### src/rtl/mips_pipe_pkg.sv
// Shared widths, ALU operation encodings and control-bundle layout for the
// 5-stage MIPS pipeline.
package mips_pipe_pkg;

  localparam int DEF_DATA_W     = 32;
  localparam int DEF_REG_ADDR_W = 5;
  localparam int DEF_ALUOP_W    = 4;
  localparam int DEF_CNT_W      = 16;

  localparam logic [DEF_REG_ADDR_W-1:0] REG_ZERO = '0;

  typedef enum logic [DEF_ALUOP_W-1:0] {
    ALU_ADD  = 4'h0,
    ALU_SUB  = 4'h1,
    ALU_AND  = 4'h2,
    ALU_OR   = 4'h3,
    ALU_XOR  = 4'h4,
    ALU_NOR  = 4'h5,
    ALU_SLT  = 4'h6,
    ALU_SLTU = 4'h7,
    ALU_SLL  = 4'h8,
    ALU_SRL  = 4'h9,
    ALU_SRA  = 4'hA,
    ALU_LUI  = 4'hB
  } alu_op_e;

  // Bit positions inside the single-bit control bundle carried ID -> EX.
  localparam int CTL_REG_WRITE  = 0;
  localparam int CTL_MEM_READ   = 1;
  localparam int CTL_MEM_WRITE  = 2;
  localparam int CTL_MEM_TO_REG = 3;
  localparam int CTL_ALU_SRC    = 4;
  localparam int CTL_W          = 5;

  typedef logic [CTL_W-1:0] ctl_t;

endpackage

### src/rtl/id_ex_stage_load_use_detector.sv
// Flags a load in EX whose destination is read by the instruction in ID;
// purely combinational.
module load_use_detector
  import mips_pipe_pkg::*;
#(
  parameter int REG_ADDR_W = DEF_REG_ADDR_W
) (
  input  logic                  ex_valid,
  input  logic                  ex_mem_read,
  input  logic [REG_ADDR_W-1:0] ex_dst,
  input  logic                  id_valid,
  input  logic [REG_ADDR_W-1:0] id_rs,
  input  logic [REG_ADDR_W-1:0] id_rt,
  input  logic                  id_uses_rt,
  output logic                  load_use
);

  logic dst_nonzero;
  logic rs_match;
  logic rt_match;

  // A load into $0 never produces a value anyone can depend on.
  assign dst_nonzero = (ex_dst != REG_ADDR_W'(REG_ZERO));
  assign rs_match    = (ex_dst == id_rs);
  assign rt_match    = id_uses_rt && (ex_dst == id_rt);

  assign load_use = ex_valid && ex_mem_read && dst_nonzero && id_valid &&
                    (rs_match || rt_match);

endmodule

### src/rtl/id_ex_stage.sv
// ID/EX pipeline register: WB write-through bypass, load-use bubble insertion,
// branch flush, downstream hold and a saturating bubble counter.
module id_ex_stage
  import mips_pipe_pkg::*;
#(
  parameter int DATA_W     = DEF_DATA_W,
  parameter int REG_ADDR_W = DEF_REG_ADDR_W,
  parameter int ALUOP_W    = DEF_ALUOP_W,
  parameter int CNT_W      = DEF_CNT_W
) (
  input  logic                  clk,
  input  logic                  rst_n,
  input  logic                  id_valid,
  input  logic [REG_ADDR_W-1:0] id_rs,
  input  logic [REG_ADDR_W-1:0] id_rt,
  input  logic [REG_ADDR_W-1:0] id_rd,
  input  logic                  id_uses_rt,
  input  logic [DATA_W-1:0]     id_rdata_a,
  input  logic [DATA_W-1:0]     id_rdata_b,
  input  logic [15:0]           id_imm16,
  input  logic [DATA_W-1:0]     id_pc4,
  input  logic                  id_reg_write,
  input  logic                  id_mem_read,
  input  logic                  id_mem_write,
  input  logic                  id_mem_to_reg,
  input  logic                  id_alu_src,
  input  logic                  id_reg_dst,
  input  logic [ALUOP_W-1:0]    id_alu_op,
  input  logic                  wb_reg_write,
  input  logic [REG_ADDR_W-1:0] wb_rd,
  input  logic [DATA_W-1:0]     wb_data,
  input  logic                  ex_flush,
  input  logic                  ex_hold,
  output logic                  stall_o,
  output logic                  ex_valid,
  output logic [DATA_W-1:0]     ex_a,
  output logic [DATA_W-1:0]     ex_b,
  output logic [DATA_W-1:0]     ex_imm,
  output logic [REG_ADDR_W-1:0] ex_rs,
  output logic [REG_ADDR_W-1:0] ex_rt,
  output logic [REG_ADDR_W-1:0] ex_dst,
  output logic [DATA_W-1:0]     ex_pc4,
  output logic                  ex_reg_write,
  output logic                  ex_mem_read,
  output logic                  ex_mem_write,
  output logic                  ex_mem_to_reg,
  output logic                  ex_alu_src,
  output logic [ALUOP_W-1:0]    ex_alu_op,
  output logic [CNT_W-1:0]      bubble_cnt
);

  logic                  load_use;
  logic                  take_bubble;
  logic                  take_load;
  logic                  count_bubble;
  logic [DATA_W-1:0]     op_a;
  logic [DATA_W-1:0]     op_b;
  logic [DATA_W-1:0]     imm_ext;
  logic [REG_ADDR_W-1:0] dst_sel;
  ctl_t                  ctl_in;
  ctl_t                  ctl_q;
  logic [ALUOP_W-1:0]    alu_op_in;

  load_use_detector #(
    .REG_ADDR_W(REG_ADDR_W)
  ) u_load_use (
    .ex_valid   (ex_valid),
    .ex_mem_read(ex_mem_read),
    .ex_dst     (ex_dst),
    .id_valid   (id_valid),
    .id_rs      (id_rs),
    .id_rt      (id_rt),
    .id_uses_rt (id_uses_rt),
    .load_use   (load_use)
  );

  // A flush squashes whatever IF/ID holds, so there is nothing left to freeze.
  assign stall_o = !ex_flush && (ex_hold || load_use);

  assign take_bubble  = ex_flush || (!ex_hold && load_use);
  assign take_load    = !ex_flush && !ex_hold && !load_use;
  assign count_bubble = !ex_flush && !ex_hold && load_use;

  // NOTE: every always_comb output gets a default first so no path can leave
  // it unassigned and infer a latch.
  always_comb begin
    op_a = id_rdata_a;
    if (id_rs == REG_ADDR_W'(REG_ZERO)) begin
      op_a = '0;
    end else if (wb_reg_write && (wb_rd == id_rs) && (wb_rd != REG_ADDR_W'(REG_ZERO))) begin
      op_a = wb_data;
    end
  end

  always_comb begin
    op_b = id_rdata_b;
    if (id_rt == REG_ADDR_W'(REG_ZERO)) begin
      op_b = '0;
    end else if (wb_reg_write && (wb_rd == id_rt) && (wb_rd != REG_ADDR_W'(REG_ZERO))) begin
      op_b = wb_data;
    end
  end

  always_comb begin
    ctl_in                 = '0;
    ctl_in[CTL_REG_WRITE]  = id_reg_write;
    ctl_in[CTL_MEM_READ]   = id_mem_read;
    ctl_in[CTL_MEM_WRITE]  = id_mem_write;
    ctl_in[CTL_MEM_TO_REG] = id_mem_to_reg;
    ctl_in[CTL_ALU_SRC]    = id_alu_src;
    if (!id_valid) begin
      ctl_in = '0;
    end
  end

  assign alu_op_in = id_valid ? id_alu_op : '0;
  assign imm_ext   = {{(DATA_W-16){id_imm16[15]}}, id_imm16};
  assign dst_sel   = id_reg_dst ? id_rd : id_rt;

  // NOTE: sequential state uses non-blocking assignments only, so every
  // register samples the pre-edge values regardless of statement order.
  always_ff @(posedge clk) begin
    if (!rst_n || take_bubble) begin
      ex_valid  <= 1'b0;
      ctl_q     <= '0;
      ex_alu_op <= ALUOP_W'(ALU_ADD);
      ex_a      <= '0;
      ex_b      <= '0;
      ex_imm    <= '0;
      ex_rs     <= '0;
      ex_rt     <= '0;
      ex_dst    <= '0;
      ex_pc4    <= '0;
    end else if (take_load) begin
      ex_valid  <= id_valid;
      ctl_q     <= ctl_in;
      ex_alu_op <= alu_op_in;
      ex_a      <= op_a;
      ex_b      <= op_b;
      ex_imm    <= imm_ext;
      ex_rs     <= id_rs;
      ex_rt     <= id_rt;
      ex_dst    <= dst_sel;
      ex_pc4    <= id_pc4;
    end
  end

  always_ff @(posedge clk) begin
    if (!rst_n) begin
      bubble_cnt <= '0;
    end else if (count_bubble && (bubble_cnt != '1)) begin
      bubble_cnt <= bubble_cnt + CNT_W'(1);
    end
  end

  assign ex_reg_write  = ctl_q[CTL_REG_WRITE];
  assign ex_mem_read   = ctl_q[CTL_MEM_READ];
  assign ex_mem_write  = ctl_q[CTL_MEM_WRITE];
  assign ex_mem_to_reg = ctl_q[CTL_MEM_TO_REG];
  assign ex_alu_src    = ctl_q[CTL_ALU_SRC];

endmodule
### config.mk
export PLATFORM = sky130hd
export DESIGN_NAME = id_ex_stage
export DESIGN_NICKNAME = d
export VERILOG_FILES = /design/src/rtl/mips_pipe_pkg.sv /design/src/rtl/id_ex_stage_load_use_detector.sv /design/src/rtl/id_ex_stage.sv
export SDC_FILE = /design/constraint.sdc
export NUM_CORES = 1
export LEC_CHECK = 0
export ABC_AREA = 1
export BUFFER_PORTS_ARGS = -buffer_cell sky130_fd_sc_hd__buf_2
export CAP_MARGIN = 10
export CORE_MARGIN = 2
export CORE_UTILIZATION = 30
export CTS_CLUSTER_DIAMETER = 150
export CTS_CLUSTER_SIZE = 16
export DETAILED_ROUTE_END_ITERATION = 7
export PLACE_DENSITY = 0.6
export SLEW_MARGIN = 20
export SYNTH_ARGS = -nofsm -noshare
export SYNTH_HDL_FRONTEND = slang
export SYNTH_SLANG_ARGS = --single-unit
### constraint.sdc
create_clock -name clk -period 2.2 [get_ports clk]
set_clock_uncertainty 0.1 [all_clocks]
set_input_delay 0.44 -clock clk [delete_from_list [all_inputs] [get_ports clk]]
set_output_delay 0.44 -clock clk [all_outputs]
set_load 0.05 [all_outputs]
==> reports/qor.csv, run 1 <==
stage,metric,value,unit
worst_setup_path,CP arrival,1640,ps
logic_synthesis,Compound-Gate Fraction of Synth Area,6.59,%
sta,final-report setup violation count,0,
place,worst setup timing slack at the placement stage,27.6,ps
logic_synthesis,synthesis warning total,0,
pwr,pwr/cell area,647,nW/µm²
sta,actual slew at the worst max-slew pin,443,ps
worst_setup_path,cell type with the highest occurrence count on the critical path,nand2_2,
cells_and_area,"leading cell types in the layout, fill and taps excluded","nand2_1 (445), buf_2 (349), nor2_1 (187)",
drt,number of design-rule violations left by the first detailed-router iteration,576,
clocking,root buffer cell,clkbuf_16,
sta,final hold violation count,0,
clocking,Clock Pin Slew Worst Setup and Hold Paths,70,ps
clocking,Max H-tree Level,4,
clocking,number of buffers added to fix hold violations after cts,0,
worst_setup_path,CP peak stage delay,390,ps
sta,Achievable Freq,459,MHz
drt,average vias per placed instance,4.58,
drt,overall via count from detail_route,8908,
drt,first-pass detailed-route iteration total,6,
place,post-detailed-placement half-perimeter wirelength,21600,µm
clocking,number of sinks driven by the clock tree,153,
drt,drt drc,0,
die,standard-cell rows,58,
pwr,worst-case vdd ir drop,329,µV
cells_and_area,Layout area overhead,36.6,%
logic_synthesis,Synth Area in Adders,0.161,%
logic_synthesis,average cell area after synthesis,6.14,µm²
logic_synthesis,"basic-gate share of the synthesized area counting and, or, nand and nor cells",40.5,%
drt,routed wire length,28700,µm
sta,post-layout minimum cycle time,2180,ps
cells_and_area,"commonest non-fill, non-tap cell in the layout",nand2_1,
logic_synthesis,share of cell area taken by muxes after synthesis,0,%
logic_synthesis,cell types with the largest area share after synthesis,"dfxtp_1 (39%), nand2_1 (22%), nor2_1 (9.2%), nand3_1 (6.9%), inv_1 (6.6%)",
worst_setup_path,CP startpoint kind,flop,
worst_setup_path,worst-path fanout max,5,
die,effective utilization at floorplan,30.8,%
logic_synthesis,post-synthesis cell type count,24,
cells_and_area,number of inserted filler cells in the final layout,2792,
logic_synthesis,sequential-to-total area share from yosys stat,39.3,%
worst_setup_path,top cell family by delay on the critical path,simple AND/OR/NAND/NOR gates,
clocking,TritonCTS clock tree,built,
clocking,maximum number of buffers from clock root to sink,2,
global_route,aggregate global routing overflow,0,
logic_synthesis,Yosys top cell area share,39.3,%
cells_and_area,core utilization of the finished layout,42.0,%
logic_synthesis,area of the mapped netlist,7790,µm²
status,outcome,"finished, final reports clean",
sta,Worst Slack Setup Final,22.3,ps
worst_setup_path,kind of critical path,reg2out,
cells_and_area,fraction of layout cells with a size suffix above 1,28.5,%
global_route,first-pass GRT wire length,44000,µm
cells_and_area,Total Nets Final,1782,
logic_synthesis,Yosys top cell by area,dfxtp_1,
logic_synthesis,number of nets produced by synthesis,1450,
die,horizontal extent of the die,165,µm
global_route,pin count of the biggest net entering global routing,63,
die,die height,165,µm
place,count of port buffers added during placement,350,
clocking,clock latency at the later pin of the worst-skew pair,420,ps
sta,Setup TNS,0,ps
logic_synthesis,parity-gate share of the synthesized area counting xor and xnor cells,0.450,%
worst_setup_path,combined buffer and inverter count along the critical path,2,
sta,setup repair after global routing missed its margin,true,
die,area of the die,27300,µm²
sta,max-slew violation total from the final report,0,
drt,average wire per standard cell,14.8,µm
worst_setup_path,CP endpoint kind,output pin,
worst_setup_path,cell with the largest stage delay on the worst path,dfxtp_4,
logic_synthesis,main combinational cell family by area after synthesis,simple AND/OR/NAND/NOR gates,
logic_synthesis,post-synthesis sequential element count,153,
die,Boundary Pins,351,
sta,"Period Utilization, post-route",99.0,%
worst_setup_path,required time of the critical path,1660,ps
clocking,clock buffers created by TritonCTS,17,
pwr,standby leakage power,5.68,nW
global_route,via count of the first global-routing pass,8359,
sta,relative slew slack,70.4,%
flow_run,max-cap violation count,0,
die,floorplan core area,25300,µm²
place,routability cong.,0.881,
hold_path,kind of path behind the tightest hold check,in2reg,
logic_synthesis,cell count after synthesis,1268,
global_route,number of antenna violations at the first check in global routing,3,
sta,Worst Hold Slack,163,ps
drt,DRT antenna net count,0,
worst_setup_path,ordered list of cells on the worst path,"inv_4, nand2_2, nand2_2, nor2_1, nand3_1, nand2_2, nand2_4, a21oi_4, buf_8",
global_route,All-Layer GR Usage,20.6,%
## cells in the mapped netlist
cell type,count
or2_2,1
buf_6,2
nand3b_1,6
clkbuf_1,22
inv_2,6
nand4_1,21
nand2_2,2
o21bai_1,1
buf_4,24
nor2_1,191
xnor2_1,3
ha_1,1
buf_1,1
dfxtp_1,153
nand2_4,1
nand2_1,449
a21oi_1,90
inv_1,136
o211ai_1,2
o21ai_0,8
xor2_1,1
buf_2,38
nor3_1,2
nand3_1,107
## registers in the layout, indices dropped and copies added, names as in the netlist
| register | count |
|---|---|
| ctl_q | 5 |
| bubble_cnt | 16 |
| ex_alu_op | 4 |
| ex_rt | 5 |
| ex_imm | 16 |
| ex_a | 32 |
| ex_dst | 5 |
| ex_b | 32 |
| ex_rs | 5 |
| ex_valid | 1 |
| ex_pc4 | 32 |
## worst paths after layout
path | end | cells after the start | startpoint | slack [ps]
min | ex_imm[2]$_SDFFE_PP0P_ | 3 | id_imm16[2] | 160
max reg2reg | ex_a[16]$_SDFFE_PP0P_ | 14 | ex_dst[3]$_SDFFE_PP0P_ | 190
min reg2reg | ex_pc4[28]$_SDFFE_PP0P_ | 2 | ex_pc4[28]$_SDFFE_PP0P_ | 360
max | stall_o | 9 | ex_dst[2]$_SDFFE_PP0P_ | 20
## worst min-delay path: cells and delay by family
| kind | cells | cell delay (ps) |
|---|---|---|
| buffers and inverters | 1 | 90 |
| AOI/OAI and AO/OA | 1 | 50 |
| and+or+nand+nor | 1 | 50 |
## logic make-up (layout without fill, tap and decap cells)
kind of cell             count (synthesis)  count (layout)
AO/OA/AOI/OAI                          101             101
XOR/XNOR                                 4               4
adder cells (fa/ha/maj)                  1               1
buffers and inverters                  229             574
flip-flops                             153             153
other                                    0               2
AND/OR/NAND/NOR                        780             780
## per-stage QoR
step / total power [W] / std cells / cell area (µm²)
2_1_floorplan: 0.00367 / 1268 / 7810
3_3_place_gp: 0.00413 / 1906 / 10000
3_5_place_dp: 0.00413 / 1906 / 10000
4_1_cts: 0.00697 / 1941 / 10600
5_1_grt: 0.00722 / 1945 / 10600
6_report: 0.00688 / 1945 / 10600
## what timing repair did
item	in CTS	in global routing
gates resized for setup	12	7
setup endpoints to repair	1	3
pin swaps	3	12
buffers inserted	3	2
## report_power, final
part | internal [W] | switching, W
Clock | 0.00158 | 0.00124
Combinational | 0.000398 | 0.000801
Sequential | 0.00283 | 0.0000394
Total | 0.00481 | 0.00208
## metal layers
metal	GRT usage, %	part of all wire [%]	vias to the layer above
met2	33.7	45	362
li1	-	-	4545
met3	5.72	9.3	56
met5	0	0.045	-
met1	25.4	43	3943
met4	8.77	3.1	2
## area by class of cell
type / count / area (µm²) / share of cell area, %
Clock inverter: 8 / 63.8 / 0.600
Sequential cell: 153 / 3080 / 29.0
Antenna cell: 2 / 5.00 / 0.0470
Inverter: 142 / 543 / 5.10
Clock buffer: 24 / 492 / 4.62
Multi-Input combinational cell: 886 / 3750 / 35.3
Timing Repair Buffer: 400 / 2290 / 21.5
Tap cell: 330 / 413 / 3.88
Note: power is estimated with default switching activity, not from simulation.
==> run 2, diff against run 1 <==
- CTS_CLUSTER_DIAMETER: 150 -> unset
- PLACE_DENSITY: 0.6 -> unset
- PLACE_DENSITY_LB_ADDON: unset -> 0.1
- SKIP_LAST_GASP: unset -> 1
==> run 2 against run 1 <==
  * Core utilization barely moved
  * Maximum frequency fell by 0.35%
  * Combinational power barely moved
  * Critical path depth did not move
  * Largest power group unchanged
  * Global-route usage rose by 0.21 points
  * Worst hold slack got worse by 13 ps
  * Non-clock buffer count fell by 13
  * Critical endpoint unchanged
  * Highest routed layer unchanged
  * Largest cell class unchanged
  * Clock-buffer cell count fell by 3
  * Critical path type unchanged
  * Flip-flop and latch count did not move
==> reports/qor.csv, run 2 (synthesis results as in run 1) <==
stage,metric,value,unit,change
status,outcome,"finished, final reports clean",,unchanged
worst_setup_path,CP peak stage delay,370,ps,was 390 ps
cells_and_area,number of inserted filler cells in the final layout,2803,,was 2792
worst_setup_path,cell type with the highest occurrence count on the critical path,nand2_2,,unchanged
global_route,first-pass GRT wire length,43900,µm,was 44000 µm
pwr,power spent charging and discharging nets,0.00213,W,was 0.00208 W
place,count of port buffers added during placement,350,,unchanged
die,horizontal extent of the die,165,µm,unchanged
hold_path,kind of path behind the tightest hold check,in2reg,,unchanged
die,area of the die,27300,µm²,unchanged
global_route,All-Layer GR Usage,20.8,%,was 20.6%
cells_and_area,"leading cell types in the layout, fill and taps excluded","nand2_1 (440), buf_2 (349), nor2_1 (182)",,"was nand2_1 (445), buf_2 (349), nor2_1 (187)"
clocking,clock buffers created by TritonCTS,17,,unchanged
worst_setup_path,kind of critical path,reg2out,,unchanged
die,effective utilization at floorplan,30.8,%,unchanged
pwr,standby leakage power,5.62,nW,was 5.68 nW
cells_and_area,Top Registers,"ex_a (32), ex_b (32), ex_pc4 (32)",,unchanged
cells_and_area,Layout area overhead,36.6,%,about the same
sta,"Period Utilization, post-route",99.3,%,was 99.0%
pwr,switching fraction of total power,30.9,%,was 30.2%
drt,number of design-rule violations left by the first detailed-router iteration,547,,was 576
cells_and_area,post-route cell area,10600,µm²,about the same
global_route,most crowded layer after global routing,met2,,unchanged
sta,Setup TNS,0,ps,unchanged
clocking,number of sinks driven by the clock tree,153,,unchanged
sta,Achievable Freq,458,MHz,was 459 MHz
die,Boundary Pins,351,,unchanged
clocking,TritonCTS clock tree,built,,unchanged
sta,Worst Hold Slack,150,ps,was 163 ps
cells_and_area,Total Nets Final,1769,,was 1782
sta,final hold violation count,0,,unchanged
drt,DRT antenna net count,0,,unchanged
drt,overall via count from detail_route,8664,,was 8908
worst_setup_path,CP endpoint kind,output pin,,unchanged
sta,max-slew violation total from the final report,0,,unchanged
worst_setup_path,worst-path fanout max,3,,was 5
cells_and_area,"commonest non-fill, non-tap cell in the layout",nand2_1,,unchanged
cells_and_area,fraction of layout cells with a size suffix above 1,28.7,%,was 28.5%
drt,routed wire length,29100,µm,was 28700 µm
drt,drt drc,0,,unchanged
clocking,Clock Pin Slew Worst Setup and Hold Paths,70,ps,about the same
pwr,part of the power in the clock network,41.3,%,was 40.9%
global_route,met3 demand-to-capacity share in global routing,5.57,%,was 5.72%
clocking,maximum number of buffers from clock root to sink,2,,unchanged
place,post-detailed-placement half-perimeter wirelength,21200,µm,was 21600 µm
pwr,pwr/cell area,649,nW/µm²,was 647 nW/µm²
drt,average wire per standard cell,15.0,µm,was 14.8 µm
pwr,total chip power,0.00691,W,was 0.00688 W
global_route,aggregate global routing overflow,0,,unchanged
sta,relative slew slack,69.0,%,was 70.4%
clocking,root buffer cell,clkbuf_16,,unchanged
worst_setup_path,required time of the critical path,1660,ps,about the same
flow_run,max-cap violation count,0,,unchanged
die,die height,165,µm,unchanged
global_route,pin count of the biggest net entering global routing,65,,was 63
place,routability cong.,0.865,,was 0.881
sta,setup repair after global routing missed its margin,true,,unchanged
global_route,via count of the first global-routing pass,8163,,was 8359
place,instance area at placement,9920,µm²,was 10000 µm²
drt,first-pass detailed-route iteration total,5,,was 6
global_route,met2 demand-to-capacity share in global routing,33.9,%,was 33.7%
worst_setup_path,cell with the largest stage delay on the worst path,dfxtp_4,,unchanged
worst_setup_path,worst reg2reg setup slack,240,ps,was 190 ps
die,standard-cell rows,58,,unchanged
clocking,Max H-tree Level,4,,unchanged
worst_setup_path,CP startpoint kind,flop,,unchanged
worst_setup_path,CP arrival,1650,ps,was 1640 ps
worst_setup_path,combined buffer and inverter count along the critical path,2,,unchanged
sta,post-layout minimum cycle time,2190,ps,was 2180 ps
worst_setup_path,top cell family by delay on the critical path,simple AND/OR/NAND/NOR gates,,unchanged
sta,final-report setup violation count,0,,unchanged
pwr,combinational power share,17.1,%,was 17.4%
sta,actual slew at the worst max-slew pin,464,ps,was 443 ps
worst_setup_path,ordered list of cells on the worst path,"inv_4, nand2_2, nand2_2, nor2_4, nand3_2, nand2_2, nand2_4, a21oi_4, buf_6",,"was inv_4, nand2_2, nand2_2, nor2_1, nand3_1, nand2_2, nand2_4, a21oi_4, buf_8"
global_route,met1 Use GR,26.1,%,was 25.4%
clocking,clock latency at the later pin of the worst-skew pair,430,ps,was 420 ps
cells_and_area,core utilization of the finished layout,42.0,%,about the same
pwr,worst-case vdd ir drop,334,µV,was 329 µV
pwr,cell internal power dissipation,0.00477,W,was 0.00481 W
drt,average vias per placed instance,4.47,,was 4.58
die,floorplan core area,25300,µm²,unchanged
pwr,power share of the sequential group,41.6,%,was 41.7%
global_route,number of antenna violations at the first check in global routing,6,,was 3
run 2: stage by stage:
stage | worst slack, ps | instances
after detailed placement | 74.5 | 1891
after global placement | 59.6 | 1891
after CTS | -37.7 | 1929
after global routing | -68.6 | 1935
after floorplan | 2.81 | 1268
final | 14.6 | 1937
run 2: power groups by stage:
stage               clock network (W)  registers [W]  logic, W
floorplan                           0        0.00317  0.000505
global placement                    0        0.00294   0.00118
detailed placement                  0        0.00294   0.00117
CTS                           0.00295        0.00287   0.00118
global route                  0.00306        0.00288   0.00130
finish                        0.00285        0.00287   0.00118
run 2: layer usage:
layer / share of wire, % / routed length [µm]
met1: 43 / 12500
met2: 47 / 13800
met3: 7.7 / 2240
met4: 2.1 / 601
met5: 0.038 / 11
run 2: final cells by class:
type / instances / area (µm²) / area share [%]
multi-input combinational: 886 / 3800 / 35.7
sequential: 153 / 3080 / 29.0
timing repair buffer: 387 / 2230 / 21.0
inverter: 142 / 538 / 5.06
clock buffer: 21 / 470 / 4.42
tap: 330 / 413 / 3.88
clock inverter: 11 / 90.1 / 0.847
antenna: 7 / 17.5 / 0.165
run 2: tightest hold or removal path: stages:
cell	delay [ps]
buf_2	90
nand2_1	50
a21oi_1	50
run 2: what timing repair did:
action / in CTS / in global routing
hold buffers: 0 / 0
pin swaps: 11 / 12
buffers inserted: 6 / 1
gates resized for setup: 14 / 17
setup endpoints to repair: 1 / 2
run 2: worst paths after layout:
| check | start | depth (start not counted) | endpoint |
|---|---|---|---|
| worst max-delay path | ex_dst[3]$_SDFFE_PP0P_ | 9 | stall_o |
| worst min-delay path | id_pc4[23] | 3 | ex_pc4[23]$_SDFFE_PP0P_ |
| worst max register to register | ex_dst[3]$_SDFFE_PP0P_ | 12 | ex_b[0]$_SDFFE_PP0P_ |
| worst min register to register | ex_imm[13]$_SDFFE_PP0P_ | 2 | ex_imm[13]$_SDFFE_PP0P_ |
